[src/rtl/addsub_rr_scheduler.sv]
// -----------------------------------------------------------------------------
// addsub_rr_scheduler
//
// Shares one external add/sub unit among NUM_REQ requesters. One operation is
// in flight at a time: a round-robin grant in IDLE latches the winner's
// operands onto alu_in*, the unit's fixed latency is timed with a down-counter,
// and the captured result is returned with the requester index on a
// valid/ready response port.
//
// Parameters
//   NUM_REQ  number of requesters (2..16)
//   WIDTH    operand width
//   LAT      shared unit latency in cycles (0 = combinational, up to 15)
//
// Ports
//   clk, rst                  clock, synchronous active-high reset
//   req_valid/req_ready       per-requester handshake (ready is one-hot or 0)
//   req_in1/req_in2/req_sub   packed per-requester operands and op select
//   alu_in1/alu_in2/alu_sub   operands driven to the shared unit
//   alu_out                   shared unit result (WIDTH+1 bits)
//   rsp_valid/rsp_ready       response handshake
//   rsp_id/rsp_data           owning requester and captured result
//   op_count                  completed-response counter (ADDSUB_SCHED_STATS_EN)
//
// Optional feature macro: ADDSUB_SCHED_STATS_EN adds the saturating 16-bit
// op_count output.
//
// State table
//   IDLE | waiting for a request; grants one requester round-robin
//   EXEC | operands held on alu_in*, counting down the unit latency
//   RESP | result presented on rsp_*, waiting for rsp_ready
// -----------------------------------------------------------------------------
module addsub_rr_scheduler #(
    parameter int NUM_REQ = 4,
    parameter int WIDTH   = 8,
    parameter int LAT     = 1
) (
    input  logic                       clk,
    input  logic                       rst,
    input  logic [NUM_REQ-1:0]         req_valid,
    output logic [NUM_REQ-1:0]         req_ready,
    input  logic [NUM_REQ*WIDTH-1:0]   req_in1,
    input  logic [NUM_REQ*WIDTH-1:0]   req_in2,
    input  logic [NUM_REQ-1:0]         req_sub,
    output logic [WIDTH-1:0]           alu_in1,
    output logic [WIDTH-1:0]           alu_in2,
    output logic                       alu_sub,
    input  logic [WIDTH:0]             alu_out,
    output logic                       rsp_valid,
    input  logic                       rsp_ready,
    output logic [$clog2(NUM_REQ)-1:0] rsp_id,
`ifdef ADDSUB_SCHED_STATS_EN
    output logic [15:0]                op_count,
`endif
    output logic [WIDTH:0]             rsp_data
);

    localparam int IW = $clog2(NUM_REQ);

    typedef enum logic [1:0] {
        S_IDLE = 2'd0,
        S_EXEC = 2'd1,
        S_RESP = 2'd2
    } state_t;

    state_t           state_q, state_d;
    logic [IW-1:0]    rr_ptr_q, rr_ptr_d;
    logic [3:0]       count_q, count_d;
    logic [IW-1:0]    id_q, id_d;
    logic [WIDTH-1:0] alu_in1_q, alu_in1_d;
    logic [WIDTH-1:0] alu_in2_q, alu_in2_d;
    logic             alu_sub_q, alu_sub_d;
    logic             rsp_valid_q, rsp_valid_d;
    logic [IW-1:0]    rsp_id_q, rsp_id_d;
    logic [WIDTH:0]   rsp_data_q, rsp_data_d;

    // Round-robin search: first valid requester at or above rr_ptr, wrapping.
    logic [IW-1:0] grant;
    logic          grant_vld;
    logic [IW:0]   scan;

    always_comb begin
        grant     = '0;
        grant_vld = 1'b0;
        scan      = '0;
        for (int k = 0; k < NUM_REQ; k++) begin
            scan = {1'b0, rr_ptr_q} + (IW+1)'(k);
            if (scan >= (IW+1)'(NUM_REQ)) begin
                scan = scan - (IW+1)'(NUM_REQ);
            end
            if (!grant_vld && req_valid[scan[IW-1:0]]) begin
                grant     = scan[IW-1:0];
                grant_vld = 1'b1;
            end
        end
    end

    logic resp_done;
    assign resp_done = (state_q == S_RESP) && rsp_ready;

    always_comb begin
        state_d     = state_q;
        rr_ptr_d    = rr_ptr_q;
        count_d     = count_q;
        id_d        = id_q;
        alu_in1_d   = alu_in1_q;
        alu_in2_d   = alu_in2_q;
        alu_sub_d   = alu_sub_q;
        rsp_valid_d = rsp_valid_q;
        rsp_id_d    = rsp_id_q;
        rsp_data_d  = rsp_data_q;
        req_ready   = '0;

        case (state_q)
            S_IDLE: begin
                if (grant_vld) begin
                    // Gated by rst so no requester sees an accept that the
                    // reset is about to throw away.
                    req_ready[grant] = !rst;
                    alu_in1_d = req_in1[grant*WIDTH +: WIDTH];
                    alu_in2_d = req_in2[grant*WIDTH +: WIDTH];
                    alu_sub_d = req_sub[grant];
                    id_d      = grant;
                    rr_ptr_d  = (grant == IW'(NUM_REQ-1)) ? '0 : grant + 1'b1;
                    count_d   = 4'(LAT);
                    state_d   = S_EXEC;
                end
            end
            S_EXEC: begin
                if (count_q != 4'd0) begin
                    count_d = count_q - 4'd1;
                end else begin
                    rsp_data_d  = alu_out;
                    rsp_id_d    = id_q;
                    rsp_valid_d = 1'b1;
                    state_d     = S_RESP;
                end
            end
            S_RESP: begin
                if (rsp_ready) begin
                    rsp_valid_d = 1'b0;
                    state_d     = S_IDLE;
                end
            end
            default: begin
                state_d = S_IDLE;
            end
        endcase
    end

    always_ff @(posedge clk) begin
        if (rst) begin
            state_q     <= S_IDLE;
            rr_ptr_q    <= '0;
            count_q     <= '0;
            id_q        <= '0;
            alu_in1_q   <= '0;
            alu_in2_q   <= '0;
            alu_sub_q   <= 1'b0;
            rsp_valid_q <= 1'b0;
            rsp_id_q    <= '0;
            rsp_data_q  <= '0;
        end else begin
            state_q     <= state_d;
            rr_ptr_q    <= rr_ptr_d;
            count_q     <= count_d;
            id_q        <= id_d;
            alu_in1_q   <= alu_in1_d;
            alu_in2_q   <= alu_in2_d;
            alu_sub_q   <= alu_sub_d;
            rsp_valid_q <= rsp_valid_d;
            rsp_id_q    <= rsp_id_d;
            rsp_data_q  <= rsp_data_d;
        end
    end

    assign alu_in1   = alu_in1_q;
    assign alu_in2   = alu_in2_q;
    assign alu_sub   = alu_sub_q;
    assign rsp_valid = rsp_valid_q;
    assign rsp_id    = rsp_id_q;
    assign rsp_data  = rsp_data_q;

`ifdef ADDSUB_SCHED_STATS_EN
    logic [15:0] op_count_q, op_count_d;

    always_comb begin
        op_count_d = op_count_q;
        if (resp_done && (op_count_q != 16'hFFFF)) begin
            op_count_d = op_count_q + 16'd1;
        end
    end

    always_ff @(posedge clk) begin
        if (rst) begin
            op_count_q <= '0;
        end else begin
            op_count_q <= op_count_d;
        end
    end

    assign op_count = op_count_q;
`else
    logic unused_resp_done;
    assign unused_resp_done = resp_done;
`endif

endmodule

[config.mk]
export PLATFORM = sky130hd
export DESIGN_NAME = addsub_rr_scheduler
export DESIGN_NICKNAME = d
export VERILOG_FILES = /design/src/rtl/addsub_rr_scheduler.sv
export SDC_FILE = /design/constraint.sdc
export NUM_CORES = 1
export LEC_CHECK = 0
export BUFFER_PORTS_ARGS = -buffer_cell sky130_fd_sc_hd__buf_4
export CELL_PAD_IN_SITES_DETAIL_PLACEMENT = 1
export CELL_PAD_IN_SITES_GLOBAL_PLACEMENT = 2
export CORE_AREA = 2 2 79 118
export DETAILED_ROUTE_END_ITERATION = 12
export DIE_AREA = 0 0 81 120
export PLACE_DENSITY = 0.75
export SETUP_SLACK_MARGIN = 0.3
export SYNTH_ARGS = -nofsm -noshare
export SYNTH_HDL_FRONTEND = slang
export SYNTH_SLANG_ARGS = --single-unit
export TNS_END_PERCENT = 100
[constraint.sdc]
create_clock -name clk -period 2.8 [get_ports clk]
set_clock_uncertainty 0.1 [all_clocks]
set_input_delay 0.42 -clock clk [delete_from_list [all_inputs] [get_ports clk]]
set_output_delay 0.42 -clock clk [all_outputs]
set_load 0.01 [all_outputs]
==> results.tsv, run 1 <==
stage	metric	value	unit
outcome	status	finished clean	
logic_synthesis	compound-gate portion of the synthesized area	14.80	%
hold_path	worst hold path type	primary input to flip-flop	
placed_design	routability cong.	0.7617	
floorplan	area of the core	0.008723	mm^2
logic_synthesis	share of the synthesized area in the top cell type	38.47	%
placed_design	IO buf count	116	
floorplan	die height	120	um
floorplan	Die ar.	0.009720	mm^2
cells_and_area	share of layout cells above drive strength 1	46.01	%
clock_network	Clock Latency Late Sink	290	ps
critical_path	required time worst endpoint	2280	ps
grt	grt ovf	0	
clock_network	Reg clk slew, reported paths	60	ps
timing	Final Hold Viols	0	
logic_synthesis	post-synthesis mux area share	22.19	%
drt	Post-Route WL	6412	um
timing	f_max	421.7	MHz
timing	final setup fails	0	
critical_path	Setup CP Type	flip-flop to output port	
floorplan	IO Pins	117	
clock_network	CTS tree	built	
logic_synthesis	Syn Std Cell Area	0.002029	mm^2
clock_network	CTS Buf Count	5	
grt	initial antenna violation count	0	
logic_synthesis	post-synthesis simple-gate area fraction	16.58	%
logic_synthesis	Synth Register Bits	39	
placed_design	DP Wirelength	4986	um
logic_synthesis	syn_area_per_cell	9.900	um^2
critical_path	startpoint types	flip-flop	
timing	Min Hold Slack	263.8	ps
logic_synthesis	count of different cell masters after synthesis	32	
floorplan	Die X	81	um
timing	RSZ-0062 raised after global routing	no	
drt	DRT iter0 DRCs	56	
critical_path	CP arrival	1850	ps
logic_synthesis	Post-Synth XOR/XNOR Area	0.8631	%
timing	Pins Over Slew Limit	0	
critical_path	worst-path fanout max	36	
drt	router iterations before antenna repair	4	
logic_synthesis	Synth Warn #	0	
run	max cap viols	0	
logic_synthesis	Post-Syn Nets	292	
timing	Setup TNS	0	ps
logic_synthesis	synth top area cells	dfxtp_1 (38%), mux2i_1 (22%), o221ai_2 (8.1%), nand2_1 (4.4%), nor2_1 (3.7%)	
timing	relative slew slack	52.65	%
clock_network	Max Root-Sink Buffers	2	
grt	vias in the first global route	2012	
logic_synthesis	Synth Area in Adders	1.850	%
grt	GR Util All Layers	13.30	%
grt	largest net degree at the start of global routing	37	
logic_synthesis	area leader, netlist	dfxtp_1	
power_and_ir_drop	Power Dens Cells	841.5	mW/mm^2
drt	Post-DRT Antenna Nets	0	
timing	Worst Max-Slew Pin Slew	704.8	ps
cells_and_area	Ant. Diodes	0	
power_and_ir_drop	worst vdd ir	280.6	uV
drt	drt drc	0	
cells_and_area	nets@finish	412	
floorplan	Rows	42	
critical_path	CP Capture Type	output port	
drt	Via density	4.578	
cells_and_area	P&R area growth vs syn	57.15	%
grt	first-pass GRT wire length	9977	um
clock_network	clock sink count	39	
clock_network	hold_buf cts	0	
timing	final cycle utilization of the critical path	84.69	%
clock_network	# H-tree levels	2	
timing	fin crit period	2371	ps
drt	via count	1996	
power_and_ir_drop	Final Total Pwr	2.684	mW
floorplan	Initial Util	23.26	%
clock_network	Root Driver	clkbuf_16	
drt	WL per Instance	14.71	um
logic_synthesis	Synth Instances	205	
logic_synthesis	largest family of logic cells by synthesized area	multiplexers	
logic_synthesis	post-synthesis sequential area ratio	38.47	%
power_and_ir_drop	Leak Pwr	1.512	nW
[cell families after synthesis]
| group | count (synthesis) |
|---|---|
| AND/OR/NAND/NOR | 69 |
| multiplexers | 45 |
| flip-flops | 39 |
| AO/OA/AOI/OAI | 30 |
| buffers and inverters | 17 |
| adder cells (fa/ha/maj) | 3 |
| XOR/XNOR | 2 |
[layout by cell type (no fill, tap or decap), types with 3 or more instances in the layout]
cell type / count
buf_4: 125
o221ai_1: 7
ha_1: 3
dfxtp_1: 38
o221ai_2: 11
a21oi_1: 8
clkbuf_16: 5
nor3_1: 6
nor2_1: 20
inv_1: 4
nor2b_1: 4
nor4_1: 3
mux2i_1: 45
nand2_1: 24
[routing by layer]
layer | track usage [%] | part of all wire [%] | vias up
met3 | 3.308 | 8.8 | 8
met1 | 15.27 | 41 | 920
li1 | - | - | 984
met4 | 4.237 | 1.7 | 0
met5 | 0 | 0 | -
met2 | 23.55 | 49 | 84
[state kept, by name, indices dropped and copies added, names as in the netlist]
| name | flops |
|---|---|
| alu_in1 | 8 |
| alu_in2 | 8 |
| alu_sub | 1 |
| count_q | 4 |
| id_q | 2 |
| rr_ptr_q | 2 |
| rsp_data | 9 |
| rsp_id | 2 |
| rsp_valid | 1 |
| state_q | 2 |
[metrics by stage]
| step | instances | instance area [um^2] | utilization, % | setup WS (ps) |
|---|---|---|---|---|
| final | 436 | 3189 | 36.56 | 428.7 |
| after global routing | 436 | 3189 | 36.56 | 332.5 |
| after CTS | 434 | 3173 | 36.37 | 338.8 |
| after detailed placement | 426 | 3019 | 34.61 | 346.6 |
| after global placement | 426 | 3019 | 34.61 | 361.4 |
| after floorplan | 205 | 2029 | - | 371.9 |
[critical path, cell delays in order, from the launching register on]
cell and delay [ps]:
dfxtp_2 370, nor2b_1 70, or4_4 560, nand2_8 90, buf_12 250, nor2_1 80, buf_4 150
[power by group]
part | internal, mW | switching, mW | leakage, nW
Combinational | 0.636 | 0.618 | 1.12
Sequential | 0.734 | 0.119 | 0.321
Clock | 0.333 | 0.244 | 0.0700
Total | 1.70 | 0.981 | 1.51
[path summary, 6_finish.rpt]
| path | start | end | slack (ps) | depth (start not counted) |
|---|---|---|---|---|
| max | rr_ptr_q[0] | req_ready[2] | 430 | 6 |
| min | alu_out[8] | rsp_data[8] | 260 | 3 |
| min reg2reg | rsp_valid | rsp_valid | 370 | 2 |
| max reg2reg | rr_ptr_q[0] | alu_in2[5] | 820 | 6 |
[cells in the mapped netlist, drive strengths merged]
| cell | n |
|---|---|
| nor2 | 21 |
| nand2 | 26 |
| clkbuf | 4 |
| nand2b | 1 |
| or4 | 1 |
| nor3 | 6 |
| o21ba | 1 |
| ha | 3 |
| a21o | 1 |
| nor4 | 3 |
| inv | 4 |
| o221ai | 18 |
| a211oi | 1 |
| o22a | 1 |
| nand3 | 1 |
| nor2b | 4 |
| dfxtp | 39 |
| nor4bb | 1 |
| mux2i | 45 |
| nor3b | 2 |
| a21oi | 8 |
| nand3b | 2 |
| xor2 | 2 |
| buf | 9 |
| or3 | 1 |
[repair_timing]
item / 4_1_cts / 5_1_grt
setup endpoints to repair: 3 / 4
resized for setup: 1 / 1
setup buffers: 0 / 2
[final cells by class]
cell class                 instances  area [um^2]
inverter                           4        15.01
clock inverter                     3        25.02
clock buffer                       5        125.1
fill                            1018         5534
multi-input combinational        149         1146
sequential                        39        782.0
timing repair buffer             126        958.4
tap                              110        137.6
(Power assumes the default switching activity.)
==> inputs of run 2 (changes only) <==
--- a/config.mk
+++ b/config.mk
@@ -5,12 +5,13 @@
 export SDC_FILE = /design/constraint.sdc
 export NUM_CORES = 1
 export LEC_CHECK = 0
+export ABC_AREA = 1
 export BUFFER_PORTS_ARGS = -buffer_cell sky130_fd_sc_hd__buf_4
 export CELL_PAD_IN_SITES_DETAIL_PLACEMENT = 1
 export CELL_PAD_IN_SITES_GLOBAL_PLACEMENT = 2
-export CORE_AREA = 2 2 79 118
+export CORE_AREA = 2 2 91 136
 export DETAILED_ROUTE_END_ITERATION = 12
-export DIE_AREA = 0 0 81 120
+export DIE_AREA = 0 0 93 138
 export PLACE_DENSITY = 0.75
 export SETUP_SLACK_MARGIN = 0.3
 export SYNTH_ARGS = -nofsm -noshare
==> constraint.sdc (replaced) <==
create_clock -name clk -period 2.32 [get_ports clk]
set_clock_uncertainty 0.1 [all_clocks]
set_input_delay 0.348 -clock clk [delete_from_list [all_inputs] [get_ports clk]]
set_output_delay 0.348 -clock clk [all_outputs]
set_load 0.01 [all_outputs]
==> run 2 against run 1 <==
The flow now finishes with violations (negative setup slack); global-route usage increased by 1.2 points; die area increased by 32%; synthesized cell count increased by 100%; critical path depth increased by 5; core utilization decreased by 2.3 points; first-iteration DRC count decreased by 18%; total power increased by 120%; clock-buffer cell count increased by 1; non-clock buffer count increased by 13.
==> results.tsv, run 2 <==
stage	metric	value	unit
cells_and_area	max FFs per register	9	
logic_synthesis	Post-synth ARST share	0	%
power_and_ir_drop	Power Dens Cells	1460	mW/mm^2
timing	f_max	427.2	MHz
power_and_ir_drop	worst vdd ir	419.9	uV
power_and_ir_drop	Leak Pwr	2.115	nW
grt	grt ovf	0	
grt	GR Util All Layers	14.51	%
placed_design	IO buf count	116	
drt	Post-Route WL	9393	um
clock_network	# H-tree levels	2	
cells_and_area	share of layout cells above drive strength 1	35.96	%
logic_synthesis	area leader, netlist	dfxtp_1	
logic_synthesis	share of the synthesized area in the top cell type	31.18	%
timing	Worst Max-Slew Pin Slew	407.9	ps
timing	final setup fails	3	
clock_network	Clock Latency Late Sink	280	ps
critical_path	startpoint types	flip-flop	
logic_synthesis	Post-synth EDFFs	0	
cells_and_area	commonest non-fill, non-tap cells in the layout	buf_4 (130), nand2_1 (115), nand3_1 (59), nor2_1 (46), inv_1 (41)	
floorplan	Die ar.	0.01283	mm^2
logic_synthesis	most frequent cell after synthesis	nand2_1	
critical_path	worst-path fanout max	8	
critical_path	CP Capture Type	output port	
drt	router iterations before antenna repair	4	
clock_network	Reg clk slew, reported paths	60	ps
run	max cap viols	0	
timing	RSZ-0062 raised after global routing	yes	
timing	Final Hold Viols	0	
floorplan	Rows	49	
placed_design	DP Worst Slack	-32.31	ps
critical_path	Worst Path Buf+Inv	2	
hold_path	worst hold path type	primary input to flip-flop	
critical_path	crit path cell chain	buf_6 > nand2_2 > nand2_2 > nand2_2 > nand2_4 > nor2_4 > nand3_2 > nor2_1 > nor2_2 > nor2_2 > buf_4	
logic_synthesis	Synth Warn #	0	
grt	vias in the first global route	3168	
cells_and_area	nets@finish	631	
critical_path	Worst path top cell family by delay	simple AND/OR/NAND/NOR gates	
floorplan	Die X	93	um
logic_synthesis	syn_area_per_cell	6.004	um^2
grt	GR Util met1	16.58	%
drt	WL per Instance	13.46	um
critical_path	most frequent CP cell	nand2_2	
grt	grt met2 use	26.66	%
placed_design	routability cong.	0.7725	
logic_synthesis	post-synthesis sequential area ratio	31.18	%
cells_and_area	P&R area growth vs syn	61.17	%
timing	Pins Over Slew Limit	0	
critical_path	Setup CP Type	flip-flop to output port	
floorplan	die height	138	um
clock_network	CTS tree	built	
drt	Post-DRT Antenna Nets	0	
outcome	status	finished with violations	
drt	DRT iter0 DRCs	46	
clock_network	CTS Buf Count	5	
logic_synthesis	ys flop type	dfxtp_1	
logic_synthesis	Post-synth top cells	nand2_1 (131), nand3_1 (63), nor2_1 (52)	
grt	GR Util met3	2.180	%
critical_path	flop2flop setup slack	210	ps
clock_network	clock sink count	39	
drt	drt drc	0	
timing	fin worst setup slack	-21.04	ps
clock_network	Max Root-Sink Buffers	2	
floorplan	IO Pins	117	
critical_path	Slowest Stage Delay on Critical Path	380	ps
grt	largest net degree at the start of global routing	36	
clock_network	hold_buf cts	0	
grt	GRT busiest layer	met2	
cells_and_area	fill cell count	1545	
drt	Via density	4.340	
timing	Setup TNS	-54.67	ps
cells_and_area	Ant. Diodes	0	
floorplan	area of the core	0.01177	mm^2
logic_synthesis	Synth Register Bits	39	
grt	first-pass GRT wire length	14990	um
logic_synthesis	Post-Syn Nets	504	
timing	final cycle utilization of the critical path	100.9	%
logic_synthesis	Synth Instances	417	
placed_design	DP Wirelength	7249	um
timing	fin crit period	2341	ps
logic_synthesis	count of different cell masters after synthesis	26	
cells_and_area	commonest non-fill, non-tap cell in the layout	buf_4	
logic_synthesis	synth top area cells	dfxtp_1 (31%), nand2_1 (20%), nand3_1 (13%), nor2_1 (7.8%), inv_1 (6.4%)	
clock_network	Root Driver	clkbuf_16	
critical_path	CP arrival	1890	ps
drt	via count	3029	
floorplan	Initial Util	21.27	%
logic_synthesis	Syn Std Cell Area	0.002504	mm^2
critical_path	Worst path slowest cell	dfxtp_4	
outcome	failing checks	negative setup slack	
critical_path	required time worst endpoint	1870	ps
timing	relative slew slack	72.78	%
grt	initial antenna violation count	0	
## run 2: logic make-up after synthesis
logic type	share of synthesized area, %
AOI/OAI and AO/OA	7.497
xor gates and xnor gates	0.3499
adders and majority gates	1.499
buffers and inverters	11.69
DFF	31.18
and+or+nand+nor	47.78
## run 2: where the power goes
part	switching, mW	leakage [nW]	total, mW	internal [mW]
clock	0.271	0.0669	0.668	0.397
sequential	0.183	0.323	1.14	0.953
combinational	2.38	1.73	4.09	1.71
## run 2: path summary, 6_finish.rpt
| path | startpoint | to | depth (start not counted) |
|---|---|---|---|
| worst min register to register | id_q[1] | rsp_id[1] | 2 |
| worst max register to register | rr_ptr_q[0] | alu_in2[3] | 16 |
| worst min-delay path | rst | state_q[0] | 2 |
| worst max-delay path | rr_ptr_q[0] | req_ready[2] | 11 |
## run 2: area by class of cell
cell class	count	area, um^2	area share (%)
Tap cell	153	191.4	4.744
Inverter	46	186.4	4.620
Multi-Input combinational cell	312	1602	39.69
Clock buffer	6	128.9	3.194
Sequential cell	39	788.3	19.53
Timing Repair inverter	1	5.005	0.1240
Clock inverter	2	12.51	0.3101
Timing Repair Buffer	139	1121	27.78
## run 2: stage by stage
stage / hold WS (ps) / total power, mW / util [%] / cells / cell area, um^2
after detailed placement: 350.8 / 4.774 / 30.65 / 680 / 3608
after global placement: 342.0 / 4.682 / 30.65 / 680 / 3608
after global routing: 187.1 / 6.493 / 34.28 / 698 / 4035
after CTS: 181.9 / 5.699 / 32.93 / 693 / 3876
final: 187.2 / 5.891 / 34.28 / 698 / 4035
after floorplan: 317.1 / 3.428 / - / 417 / 2511
## run 2: repair_timing
item | 4_1_cts | 5_1_grt
gates cloned | 0 | 1
buffers inserted | 5 | 4
resized for setup | 29 | 35
pin swaps | 11 | 18
setup endpoints to repair | 29 | 27
## run 2: worst register-to-register path, stage by stage (launching register included)
cell	delay, ps
dfxtp_4	380
buf_6	140
nand2_4	70
nand2_8	70
nand2_1	90
nand2_2	90
nor2_4	110
nand2_1	60
nand2_1	80
nand3_2	110
buf_4	160
buf_4	120
buf_6	130
nand3_1	90
nand2_1	70
nor2_2	90
nor2_1	40
## run 2: routing by layer
metal / vias up / wire length [um]
met2: 67 / 5113
met3: 11 / 312
li1: 1571 / -
met5: - / 0
met1: 1380 / 3794
met4: 0 / 174
